===== config.mk =====
export PLATFORM = sky130hd
export DESIGN_NAME = isqrt_seq
export DESIGN_NICKNAME = d
export VERILOG_FILES = /design/src/rtl/isqrt_pkg.sv /design/src/rtl/isqrt_step.sv /design/src/rtl/isqrt_seq.sv
export SDC_FILE = /design/constraint.sdc
export NUM_CORES = 1
export LEC_CHECK = 0
export BUFFER_PORTS_ARGS = -buffer_cell sky130_fd_sc_hd__buf_2
export CORE_ASPECT_RATIO = 0.75
export CORE_MARGIN = 2
export CORE_UTILIZATION = 35
export CTS_CLUSTER_DIAMETER = 120
export DETAILED_ROUTE_END_ITERATION = 8
export PLACE_DENSITY = 0.58
export RECOVER_POWER = 50
export SKIP_CTS_REPAIR_TIMING = 1
export SLEW_MARGIN = 15
export SYNTH_ARGS = -nofsm -noshare
export SYNTH_HDL_FRONTEND = slang
export SYNTH_SLANG_ARGS = --single-unit

===== constraint.sdc =====
create_clock -name i_clk -period 5.1 [get_ports i_clk]
set_input_delay 1.275 -clock i_clk [delete_from_list [all_inputs] [get_ports i_clk]]
set_output_delay 1.275 -clock i_clk [all_outputs]
set_load 0.005 [all_outputs]

===== src/rtl/isqrt_pkg.sv =====
// -----------------------------------------------------------------------------
// isqrt_pkg
// Shared definitions for the sequential integer square-root unit:
//   - state_t          : controller states (IDLE / CALC / DONE)
//   - isqrt_rw()       : root width RW for a given operand width
//   - isqrt_n()        : number of CALC clocks N for a width / throughput pair
//   - isqrt_cfg_ok()   : legality of a WIDTH / BITS_PER_CYCLE pair
// -----------------------------------------------------------------------------
package isqrt_pkg;

   typedef enum logic [1:0] {
      S_IDLE = 2'd0,
      S_CALC = 2'd1,
      S_DONE = 2'd2
   } state_t;

   localparam int ISQRT_MIN_WIDTH = 4;
   localparam int ISQRT_MAX_BPC   = 4;

   function automatic int isqrt_rw(input int width);
      return width / 2;
   endfunction

   function automatic int isqrt_n(input int width, input int bpc);
      if (bpc < 1) return 1;
      return (width / 2) / bpc;
   endfunction

   // Width must be even and at least 4; throughput of 1, 2 or 4 root bits per
   // clock, and the root width must split evenly into those groups.
   function automatic bit isqrt_cfg_ok(input int width, input int bpc);
      if (width < ISQRT_MIN_WIDTH)                return 1'b0;
      if ((width % 2) != 0)                       return 1'b0;
      if (!(bpc == 1 || bpc == 2 || bpc == ISQRT_MAX_BPC)) return 1'b0;
      if (((width / 2) % bpc) != 0)               return 1'b0;
      return 1'b1;
   endfunction

endpackage


===== src/rtl/isqrt_step.sv =====
// -----------------------------------------------------------------------------
// isqrt_step
// One combinational radix-2 non-restoring square-root stage.
// Ports:
//   i_r  : partial remainder in (RW+2 bits, two's complement)
//   i_q  : root bits resolved so far
//   i_d  : next two radicand bits, MSB first
//   o_r  : partial remainder out
//   o_q  : root so far with the new bit appended at the LSB
// -----------------------------------------------------------------------------
module isqrt_step
   import isqrt_pkg::*;
#(
   parameter int RW = 16
) (
   input  logic [RW+1:0] i_r,
   input  logic [RW-1:0] i_q,
   input  logic [1:0]    i_d,
   output logic [RW+1:0] o_r,
   output logic [RW-1:0] o_q
);

   logic [RW+1:0] w_sh;
   logic [RW+1:0] w_t;
   logic          w_neg;

   assign w_neg = i_r[RW+1];

   // The shifted remainder may wrap; the add/subtract result always fits in
   // RW+2 bits, so modular arithmetic gives the exact value.
   assign w_sh = (i_r << 2) | {{RW{1'b0}}, i_d};

   // Negative remainder: add 4q+3, otherwise subtract 4q+1.
   assign w_t  = {i_q, w_neg ? 2'b11 : 2'b01};

   assign o_r  = w_neg ? (w_sh + w_t) : (w_sh - w_t);

   // Before the final stage q holds at most RW-1 significant bits, so the
   // dropped MSB is always zero.
   assign o_q  = {i_q[RW-2:0], ~o_r[RW+1]};

endmodule


===== src/rtl/isqrt_seq.sv =====
// -----------------------------------------------------------------------------
// isqrt_seq
// Sequential integer square root of a signed operand using the non-restoring
// digit-by-digit method, BITS_PER_CYCLE root bits per clock.
// Optional feature macro: ISQRT_ROUND_EN (round-to-nearest root output).
// Ports:
//   i_clk        : clock, rising edge
//   i_rst        : asynchronous active-high reset
//   i_in_valid   : operand valid
//   o_in_ready   : unit can accept an operand (IDLE only)
//   i_x          : signed operand, WIDTH bits
//   i_abort      : cancel in-flight operation (CALC/DONE)
//   o_out_valid  : result valid, held until consumed
//   i_out_ready  : consumer accepts result
//   o_root       : floor root (or rounded root with ISQRT_ROUND_EN)
//   o_rem        : x - floor_root^2
//   o_error      : operand was negative, qualified by o_out_valid
// -----------------------------------------------------------------------------
module isqrt_seq
   import isqrt_pkg::*;
#(
   parameter int WIDTH          = 32,
   parameter int BITS_PER_CYCLE = 1
) (
   input  logic                   i_clk,
   input  logic                   i_rst,
   input  logic                   i_in_valid,
   output logic                   o_in_ready,
   input  logic [WIDTH-1:0]       i_x,
   input  logic                   i_abort,
   output logic                   o_out_valid,
   input  logic                   i_out_ready,
   output logic [WIDTH/2-1:0]     o_root,
   output logic [WIDTH/2:0]       o_rem,
   output logic                   o_error
);

   localparam int RW = isqrt_rw(WIDTH);
   localparam int N  = isqrt_n(WIDTH, BITS_PER_CYCLE);
   localparam int CW = (N > 1) ? $clog2(N) : 1;
   localparam int SH = 2 * BITS_PER_CYCLE;

   if (!isqrt_cfg_ok(WIDTH, BITS_PER_CYCLE)) begin : g_cfg_err
      $error("isqrt_seq: illegal WIDTH / BITS_PER_CYCLE combination");
   end

   state_t          r_state;
   state_t          w_next;
   logic [CW-1:0]   r_cnt;
   logic [WIDTH-1:0] r_rad;
   logic [RW+1:0]   r_prem;
   logic [RW-1:0]   r_q;
   logic [RW-1:0]   r_root;
   logic [RW:0]     r_rem;
   logic            r_err;

   logic            w_accept;
   logic            w_neg;
   logic            w_last;
   logic [RW+1:0]   w_rs;
   logic [RW-1:0]   w_qs;
   logic [RW:0]     w_rem;
   logic [RW-1:0]   w_root;

   assign w_accept = (r_state == S_IDLE) && i_in_valid;
   assign w_neg    = i_x[WIDTH-1];
   assign w_last   = (r_cnt == CW'(N - 1));

   // ---------------------------------------------------------------------------
   // Chain of BITS_PER_CYCLE non-restoring stages, consuming radicand bits from
   // the top of the operand shift register.
   // ---------------------------------------------------------------------------
   for (genvar j = 0; j < BITS_PER_CYCLE; j++) begin : g_step
      logic [RW+1:0] w_ri;
      logic [RW+1:0] w_ro;
      logic [RW-1:0] w_qi;
      logic [RW-1:0] w_qo;

      if (j == 0) begin : g_first
         assign w_ri = r_prem;
         assign w_qi = r_q;
      end else begin : g_next
         assign w_ri = g_step[j-1].w_ro;
         assign w_qi = g_step[j-1].w_qo;
      end

      isqrt_step #(.RW(RW)) u_step (
         .i_r (w_ri),
         .i_q (w_qi),
         .i_d (r_rad[WIDTH-1-2*j -: 2]),
         .o_r (w_ro),
         .o_q (w_qo)
      );
   end

   assign w_rs = g_step[BITS_PER_CYCLE-1].w_ro;
   assign w_qs = g_step[BITS_PER_CYCLE-1].w_qo;

   // A negative final remainder is corrected by adding back 2q+1; the
   // corrected value is non-negative and fits in RW+1 bits.
   assign w_rem = (RW+1)'(w_rs[RW+1] ? (w_rs + {1'b0, w_qs, 1'b1}) : w_rs);

`ifdef ISQRT_ROUND_EN
   // rem > q means x is past (q+0.5)^2; the rounded root cannot overflow.
   assign w_root = (w_rem > {1'b0, w_qs}) ? (w_qs + RW'(1)) : w_qs;
`else
   assign w_root = w_qs;
`endif

   // ---------------------------------------------------------------------------
   // Controller
   // ---------------------------------------------------------------------------
   always_ff @(posedge i_clk or posedge i_rst) begin
      if (i_rst) r_state <= S_IDLE;
      else       r_state <= w_next;
   end

   always_comb begin
      w_next      = r_state;
      o_in_ready  = 1'b0;
      o_out_valid = 1'b0;
      case (r_state)
         S_IDLE: begin
            o_in_ready = 1'b1;
            if (i_in_valid) w_next = w_neg ? S_DONE : S_CALC;
         end
         S_CALC: begin
            if (i_abort)     w_next = S_IDLE;
            else if (w_last) w_next = S_DONE;
         end
         S_DONE: begin
            o_out_valid = 1'b1;
            if (i_abort || i_out_ready) w_next = S_IDLE;
         end
         default: w_next = S_IDLE;
      endcase
   end

   // ---------------------------------------------------------------------------
   // Datapath: operand shift register, partial remainder/root, result regs.
   // Results are only written at completion, so they hold through IDLE.
   // ---------------------------------------------------------------------------
   always_ff @(posedge i_clk or posedge i_rst) begin
      if (i_rst) begin
         r_cnt  <= '0;
         r_rad  <= '0;
         r_prem <= '0;
         r_q    <= '0;
         r_root <= '0;
         r_rem  <= '0;
         r_err  <= 1'b0;
      end else begin
         if (w_accept) begin
            if (w_neg) begin
               r_root <= '0;
               r_rem  <= '0;
               r_err  <= 1'b1;
            end else begin
               r_rad  <= i_x;
               r_prem <= '0;
               r_q    <= '0;
               r_cnt  <= '0;
            end
         end else if ((r_state == S_CALC) && !i_abort) begin
            r_rad  <= r_rad << SH;
            r_prem <= w_rs;
            r_q    <= w_qs;
            if (w_last) begin
               r_cnt  <= '0;
               r_root <= w_root;
               r_rem  <= w_rem;
               r_err  <= 1'b0;
            end else begin
               r_cnt  <= r_cnt + CW'(1);
            end
         end
      end
   end

   assign o_root  = r_root;
   assign o_rem   = r_rem;
   assign o_error = r_err;

endmodule


==> flow_summary.ini, run 1 <==
[min_path]
hold_class = reg2reg
whs_path_depth = 2
min_from = r_rad[7]

[synth]
ys_seq_area_frac = 0.434
synthAdderAreaFrac = 0.0680
ys_warn_count = 0
synth_enable_flop_cells = 0
synthCells = 627
synth_compound_area_frac = 0.233
ys_async_sr_fraction = 1.00
yosys_register_bits = 105
synth_top_family_by_area = compound AO/OA/AOI/OAI gates
syn-cell-area_um2 = 6060
synth_cell_types = 53
muxShareOfSynthArea = 0.0548
syn_area_per_cell_um2 = 9.66
yosys.area_share.simple = 0.124
syn-num-nets = 696
synth_top_flop_cell = dfrtp_1
synth_xor_area_frac = 0.0579

[timing]
fmax_mhz = 213
min_period_ns = 4.69
worst_slew_pin_slew_ns = 3.07
tns_ns = 0
slew_viol_final = 118
setup_viol = 0
slew_headroom = -1.05
timing.final.crit_share = 0.919
rsz0062_at_grt = false
hold_viol = 0
fin_skew_ns = 0.00796

[clock_network]
ctsLongestPathBuffers = 2
htreeDepth = 3
numCtsBuffers = 9
worst_skew_pair.late_latency_ns = 0.36
cts_tree = done
clkTransAtPathRegs_ns = 0.07
cts_sinks = 105
root_buffer = clkbuf_16

[drt]
drt-pass1-iter-count = 5
drc = 0
vias = 4985
wl_per_cell_um = 17.4
via_per_inst = 5.50
routed_wl_mm = 15.8
ant_nets = 0
drt_iter0_drc = 422

[worst_setup_path]
worstPathMaxFanout = 8
crit_path_start = g_step[0].w_ri[17]
r2r-start = g_step[0].w_ri[17]
startpoint_type = flop
end_kind = flop
critPathArrivalTime_ns = 4.92
worstRegToRegCells = 19
criticalPathCategory = reg2reg
required_ns = 5.34

[grt]
globalRouteTotalUtil = 0.181
grt_pass1_vias = 4996
gr-total-overflow = 0
grt_pass1_wl_mm = 26.5
grt_antenna_before_repair = 0
grt_max_degree = 81

[die]
start_util = 0.359
ios = 73
die_h_um = 118
dieArea_um2 = 18400
coreArea_um2 = 16900
row_count = 41
fp.dieW_um = 156

[final_layout]
layout-drive-gt1-share = 0.136
regArea_um2 = 2630
antenna_cells = 0
multi_input_area_um2 = 3280
syn2layout_area_growth_pct = 15.1
nNetsFinal = 756
fillers = 1612

[run_status]
status = finished with violations
violations = max-capacitance violations, max-slew violations

[placed_design]
dp_hpwl_mm = 11.1
gp_congestion = 0.960
portBuffers = 72

[run]
drv_cap = 2
[path summary, 6_finish.rpt]
check,to,slack [ns]
min in group asynchronous,o_root[6],2.02
max,o_rem[16],0.41
max in group asynchronous,g_step[0].w_ri[17],1.12
max reg2reg,o_rem[16],0.41
min,r_rad[7],0.48
min reg2reg,r_rad[7],0.48
[cells in the final DEF, fill, tap and decap left out, drive strengths merged, types with 4 or more instances in the layout]
| master | count |
|---|---|
| o21ai | 71 |
| or3 | 4 |
| and2 | 6 |
| xor2 | 10 |
| nor2b | 5 |
| a31oi | 4 |
| dfrtp | 105 |
| nand3 | 14 |
| ha | 32 |
| nand2b | 5 |
| a22oi | 6 |
| a21o | 8 |
| clkbuf | 29 |
| a211oi | 4 |
| nor2 | 36 |
| mux2i | 32 |
| a22o | 46 |
| xnor2 | 30 |
| buf | 61 |
| o21a | 6 |
| inv | 15 |
| nor3 | 9 |
| nand2 | 70 |
| a21oi | 36 |
[registers in the layout, summed over array words and instances, names as in the netlist]
register     flops
g_step.w_qi     16
g_step.w_ri     17
o_error          1
o_rem           17
o_root          16
r_cnt            4
r_rad           32
r_state          2
[worst max-delay path, stage by stage (launching register included)]
cell and delay, ns:
dfrtp_2 0.49, xnor2_1 0.16, ha_1 0.34, nor2b_1 0.17, o31a_1 0.27, o21bai_1 0.19
a21oi_1 0.13, or2_2 0.32, nor2_1 0.12, xnor2_1 0.19, ha_2 0.39, and3_1 0.21
a31oi_1 0.19, o221ai_1 0.19, or3_1 0.36, o21bai_2 0.19, mux2_2 0.35, nand3_1 0.08
a21oi_1 0.05, nand3b_1 0.16
[layout make-up]
cell class / instances / share of cell area
multi-input combinational: 477 / 0.471
sequential: 105 / 0.377
timing repair buffer: 80 / 0.0578
tap: 215 / 0.0386
clock buffer: 10 / 0.0328
clock inverter: 5 / 0.0149
inverter: 14 / 0.00754
[metal layers]
layer  global-route usage  up-vias  routed length (um)
met4               0.0482        0                 256
met2                0.275      128                6960
met5                    0        -                   0
li1                     -     2401                   -
met3               0.0486       21                 806
met1                0.255     2435                7740
[through the flow]
step / utilization / instance area (um^2) / cells / hold WS [ns] / setup WS [ns]
floorplan: - / 6060 / 627 / 0.446 / 0.382
global route: 0.413 / 6970 / 906 / 0.502 / 0.0251
global placement: 0.395 / 6660 / 891 / 0.460 / 0.546
detailed placement: 0.395 / 6660 / 891 / 0.469 / 0.358
CTS: 0.414 / 6990 / 906 / 0.486 / 0.320
finish: 0.413 / 6970 / 906 / 0.480 / 0.415
[cell families after synthesis]
group                      count (synthesis)
muxes                                     33
buffers and inverters                     45
xor gates and xnor gates                  40
DFF                                      105
and+or+nand+nor                          165
AOI/OAI and AO/OA                        206
adders and majority gates                 33
[Yosys cell counts, types with 5 or more instances]
cell type  instances  area share
dfrtp_1          105        0.43
nand2_1           70       0.043
o21ai_0           70       0.058
a22o_1            46       0.067
a21oi_1           36       0.030
nor2_1            36       0.022
ha_1              32       0.066
mux2i_1           32       0.053
xnor2_1           30       0.043
clkbuf_1          25       0.015
inv_1             14      0.0087
nand3_1           14       0.012
xor2_1            10       0.014
nor3_1             9      0.0074
a21o_1             8      0.0099
a22oi_1            6      0.0074
and2_1             6      0.0062
o21a_1             6      0.0074
buf_1              5      0.0031
nand2b_1           5      0.0052
nor2b_1            5      0.0052
Power of run 1 is left out: the tool's default activity adds up to more than one toggle a clock period on the data nets, which glitch-free logic cannot reach.
==> run 2, diff against run 1 <==
PLACE_DENSITY = 0.57   (was 0.58)
SYNTH_HIERARCHICAL = 1   (was not set)
==> run 2 against run 1 <==
  * The flow still finishes with violations (max-capacitance violations, max-slew violations)
  * Design area barely moved
  * First-iteration DRC count fell by 45%
  * Synthesized cell count rose by 3.2%
  * Sequential share of layout area fell by 0.052 points
  * Die area rose by 2.8%
  * Hold slack got worse by 0.0086 ns
  * Register-to-register slack improved by 0.22 ns
  * Via count fell by 0.94%
  * Critical path depth fell by 2
  * Maximum frequency rose by 4.9%
  * Setup slack improved by 0.22 ns
  * Critical path type unchanged
==> flow_summary.ini, run 2 <==
[final_layout]
largest_register = r_rad
layout-drive-gt1-share = 0.141
largest_register_ffs = 32
antenna_cells = 0
final_cell_mix = dfrtp_1, nand2_1, o21ai_0
nNetsFinal = 761
syn2layout_area_growth_pct = 12.0
final_common_cell = dfrtp_1
final_util = 0.397
fillers = 1823

[die]
start_util = 0.355
ios = 73
dieArea_um2 = 18900
row_count = 42
coreArea_um2 = 17600
fp.dieW_um = 158
die_h_um = 120

[clock_network]
numCtsBuffers = 9
worst_skew_pair.late_latency_ns = 0.35
htreeDepth = 3
cts_sinks = 105
ctsLongestPathBuffers = 2
root_buffer = clkbuf_16
clkTransAtPathRegs_ns = 0.07
cts_tree = done

[run]
drv_cap = 3

[placed_design]
gp_congestion = 0.855
dp_hpwl_mm = 11.3
portBuffers = 72

[worst_setup_path]
cp.depth = 17
critPathMaxStageDelay_ns = 0.51
worst-path-buf-inv = 1
criticalPathCategory = reg2reg
setup.worst_path.end = o_rem[16]
worstRegToRegCells = 17
reg2reg_slack_ns = 0.63
startpoint_type = flop
crit_path_start = g_step[0].w_ri[17]
path_cells = buf_4, xnor2_1, ha_1, a21o_1, a31oi_4, nand2_2, or4_4, and3_1, fa_1, a211oi_1, o21bai_2, o22ai_2, o31ai_4, a31oi_1, a21oi_1, a311oi_1, nand2_1
r2r-end = o_rem[16]
end_kind = flop
required_ns = 5.34
path_delay_family = compound AO/OA/AOI/OAI gates
cp_slowest_cell = or4_4
r2r-start = g_step[0].w_ri[17]
worstPathMaxFanout = 17
critPathArrivalTime_ns = 4.70

[timing]
tns_ns = 0
rsz0062_at_grt = false
slew_headroom = -0.780
min_period_ns = 4.47
fin_skew_ns = 0.00609
timing.final.crit_share = 0.876
hold_viol = 0
slew_viol_final = 134
worst_slew_pin_slew_ns = 2.66
setup_viol = 0
fmax_mhz = 224

[synth]
synthCells = 647
syn-cell-area_um2 = 6230
ys_warn_count = 6
syn_area_per_cell_um2 = 9.63
syn-num-nets = 717

[drt]
wl_per_cell_um = 16.8
drt_iter0_drc = 231
routed_wl_mm = 15.7
via_per_inst = 5.26
drt-pass1-iter-count = 4
ant_nets = 0
vias = 4938
drc = 0

[pwr]
pwr_density_cell_nw_per_um2 = 802
leakage_nw = 3.33
ir_drop_mv = 0.429

[grt]
grt_antenna_before_repair = 0
grt_max_degree = 61
grt_pass1_wl_mm = 26.1
globalRouteTotalUtil = 0.175
gr-total-overflow = 0
grt_pass1_vias = 4915

[run_status]
status = finished with violations
violations = max-capacitance violations, max-slew violations

[min_path]
hold_class = reg2reg
## run 2: cell type report
| class | instances | area (um^2) | share of cell area |
|---|---|---|---|
| repair buffers | 85 | 425 | 0.0610 |
| flip-flops and latches | 105 | 2630 | 0.377 |
| inverters | 11 | 42.5 | 0.00610 |
| well taps | 242 | 303 | 0.0434 |
| clock inverters | 6 | 75.1 | 0.0108 |
| clock buffers | 10 | 239 | 0.0343 |
| multi-input cells | 479 | 3260 | 0.468 |
## run 2: worst min path at each step
stage                    start  cells after the start          to  slack [ns]
floorplan             r_cnt[3]                      1    r_cnt[3]        0.45
global placement    o_root[14]                      2  o_root[14]        0.45
detailed placement  o_root[12]                      2  o_root[12]        0.46
CTS                 o_root[12]                      2  o_root[12]        0.47
global route        o_root[12]                      2  o_root[12]        0.50
finish              o_root[12]                      2  o_root[12]        0.47
## run 2: routing by layer
metal | wire length [um] | vias up | GRT usage
li1 | - | 2403 | -
met1 | 7810 | 2452 | 0.260
met2 | 7230 | 73 | 0.266
met3 | 560 | 10 | 0.0339
met4 | 129 | 0 | 0.0377
met5 | 0 | - | 0
## run 2: power by group
group	total, W	internal (W)	switching, W
clock	0.000727	0.000401	0.000326
sequential	0.00115	0.00102	0.000126
combinational	0.00372	0.00151	0.00220
total	0.00559	0.00294	0.00266
## run 2: worst min-delay path, stage by stage, from the launching register on
cell and delay (ns):
dfrtp_1 0.35, nand2_1 0.05, nand2_1 0.05
## run 2: metrics by stage
stage               total power [W]  cell area (um^2)  worst slack [ns]  cells  hold WS [ns]
global placement            0.00479              6700             0.698    922         0.445
detailed placement          0.00487              6700             0.666    922         0.456
global route                0.00608              6980             0.148    938         0.498
CTS                         0.00563              7010             0.644    938         0.473
floorplan                   0.00411              6230             0.707    647         0.448
finish                      0.00559              6980             0.635    938         0.472
No activity file was read; power rests on OpenSTA's default activity.
==> run 3, diff against run 2 <==
CORE_UTILIZATION = 56   (was 35)
PLACE_DENSITY = 0.82   (was 0.57)
SLEW_MARGIN = not set   (was 15)
==> run 3 against run 2 <==
  * The flow still finishes with violations (max-capacitance violations, max-slew violations)
  * Maximum frequency up 0.49%
  * Count of clock-buffer cells in the layout shrank 1
  * Flip-flop and latch count stayed put
  * Setup slack better by 0.022 ns
  * Critical endpoint unchanged
  * Largest power group unchanged
==> flow_summary.ini, run 3 (synthesis results as in run 2) <==
[timing]
fin_skew_ns = 0.00880
rsz0062_at_grt = false
slew_viol_final = 82
tns_ns = 0
fmax_mhz = 225
timing.final.crit_share = 0.871
hold_viol = 0
min_period_ns = 4.44
hold_slack_ns = 0.465
setup_viol = 0
slew_headroom = -0.967
worst_slew_pin_slew_ns = 2.95

[placed_design]
portBuffers = 72
gp_congestion = 0.955
dp_hpwl_mm = 10.3

[worst_setup_path]
path_cells = buf_4, xnor2_1, ha_1, a21o_1, a31oi_4, nand2_2, or4_4, and3_1, fa_1, a211oi_1, o21bai_2, o22ai_2, o31ai_4, a31oi_1, a21oi_1, a311oi_1, nand2_1
critPathArrivalTime_ns = 4.68
end_kind = flop
criticalPathCategory = reg2reg
startpoint_type = flop
r2r-start = g_step[0].w_ri[17]
worstRegToRegCells = 17
worstPathMaxFanout = 9
cp_slowest_cell = or4_4
critPathMaxStageDelay_ns = 0.51
required_ns = 5.34
reg2reg_slack_ns = 0.66
crit_path_start = g_step[0].w_ri[17]

[run_status]
violations = max-capacitance violations, max-slew violations
status = finished with violations

[pwr]
pwr_density_cell_nw_per_um2 = 822
clkPwrFrac = 0.138
leakage_nw = 3.35
p_int_w = 0.00296
finalPower_w = 0.00562
share_comb_of_total_power = 0.656
seq_power_share = 0.206
switching_share = 0.473
p_sw_w = 0.00266
ir_drop_mv = 0.360

[die]
coreArea_um2 = 10900
start_util = 0.572
ios = 73
dieArea_um2 = 12000
fp.dieW_um = 126
row_count = 33
die_h_um = 95.4

[clock_network]
numCtsBuffers = 9
ctsLongestPathBuffers = 2
htreeDepth = 3
cts_sinks = 105
clkTransAtPathRegs_ns = 0.07
cts_tree = done
worst_skew_pair.late_latency_ns = 0.36
root_buffer = clkbuf_16

[final_layout]
final_common_cell = dfrtp_1
largest_register_ffs = 32
largest_register = r_rad
nNetsFinal = 758
fillers = 933
antenna_cells = 0
final_cell_mix = dfrtp_1, nand2_1, o21ai_0
syn2layout_area_growth_pct = 9.84
layout-drive-gt1-share = 0.139

[grt]
gr-total-overflow = 0
grt_max_degree = 82
globalRouteTotalUtil = 0.250
grt_antenna_before_repair = 0
grt_pass1_vias = 4658
grt_pass1_wl_mm = 23.9

[drt]
drc = 0
drt-pass1-iter-count = 5
drt_iter0_drc = 378
vias = 4989
routed_wl_mm = 14.7
ant_nets = 0
wl_per_cell_um = 17.7
via_per_inst = 5.99

[min_path]
whs_path_depth = 2
hold_class = reg2reg
min_from = o_root[11]

[run]
drv_cap = 1
[run 3: cell count changes in the layout (fill, tap and decap cells not counted), sizes merged]
cell	before	now
buf	66	64
clkbuf	29	27
clkinvlp	4	0
bufinv	1	2
inv	12	14
clkinv	0	2
[run 3: critical path: cells and delay by family, from the launching register on]
| family | cells | cell delay, ns |
|---|---|---|
| AO/OA/AOI/OAI | 9 | 1.80 |
| AND/OR/NAND/NOR | 4 | 0.90 |
| adder cells (fa/ha/maj) | 2 | 0.81 |
| flip-flops | 1 | 0.42 |
| buffers and inverters | 1 | 0.20 |
| XOR/XNOR | 1 | 0.20 |
[run 3: metrics by stage]
| stage | utilization | cell area [um^2] | setup WS, ns | std cells |
|---|---|---|---|---|
| floorplan | - | 6230 | 0.707 | 647 |
| global placement | 0.601 | 6550 | 0.802 | 817 |
| detailed placement | 0.601 | 6550 | 0.724 | 817 |
| CTS | 0.631 | 6880 | 0.653 | 833 |
| global route | 0.628 | 6840 | 0.436 | 833 |
| finish | 0.628 | 6840 | 0.656 | 833 |
[run 3: power groups by stage]
| stage | sequential, W | combinational (W) | clock (W) |
|---|---|---|---|
| after floorplan | 0.00112 | 0.00299 | 0 |
| after global placement | 0.00116 | 0.00353 | 0 |
| after detailed placement | 0.00117 | 0.00360 | 0 |
| after CTS | 0.00116 | 0.00363 | 0.000786 |
| after global routing | 0.00118 | 0.00406 | 0.000817 |
| final | 0.00116 | 0.00369 | 0.000777 |
[run 3: layout make-up]
| class | count | area, um^2 | share of cell area |
|---|---|---|---|
| inverter | 11 | 41.3 | 0.00603 |
| clock inverter | 7 | 110 | 0.0161 |
| multi-input combinational | 479 | 3250 | 0.475 |
| timing repair buffer | 82 | 412 | 0.0601 |
| sequential | 105 | 2630 | 0.384 |
| tap | 140 | 175 | 0.0256 |
| clock buffer | 9 | 225 | 0.0329 |
[run 3: worst paths after layout]
kind                                      end
max                                 o_rem[16]
min                                o_root[11]
max reg2reg                         o_rem[16]
min reg2reg                        o_root[11]
max in group asynchronous  g_step[0].w_qi[10]
min in group asynchronous           o_root[5]
[run 3: metal layers]
layer,global-route usage,routed length (um),vias up
met5,0,0,-
met4,0.0668,257,0
met3,0.0432,702,30
met2,0.401,6820,149
met1,0.356,6940,2415
li1,-,-,2395
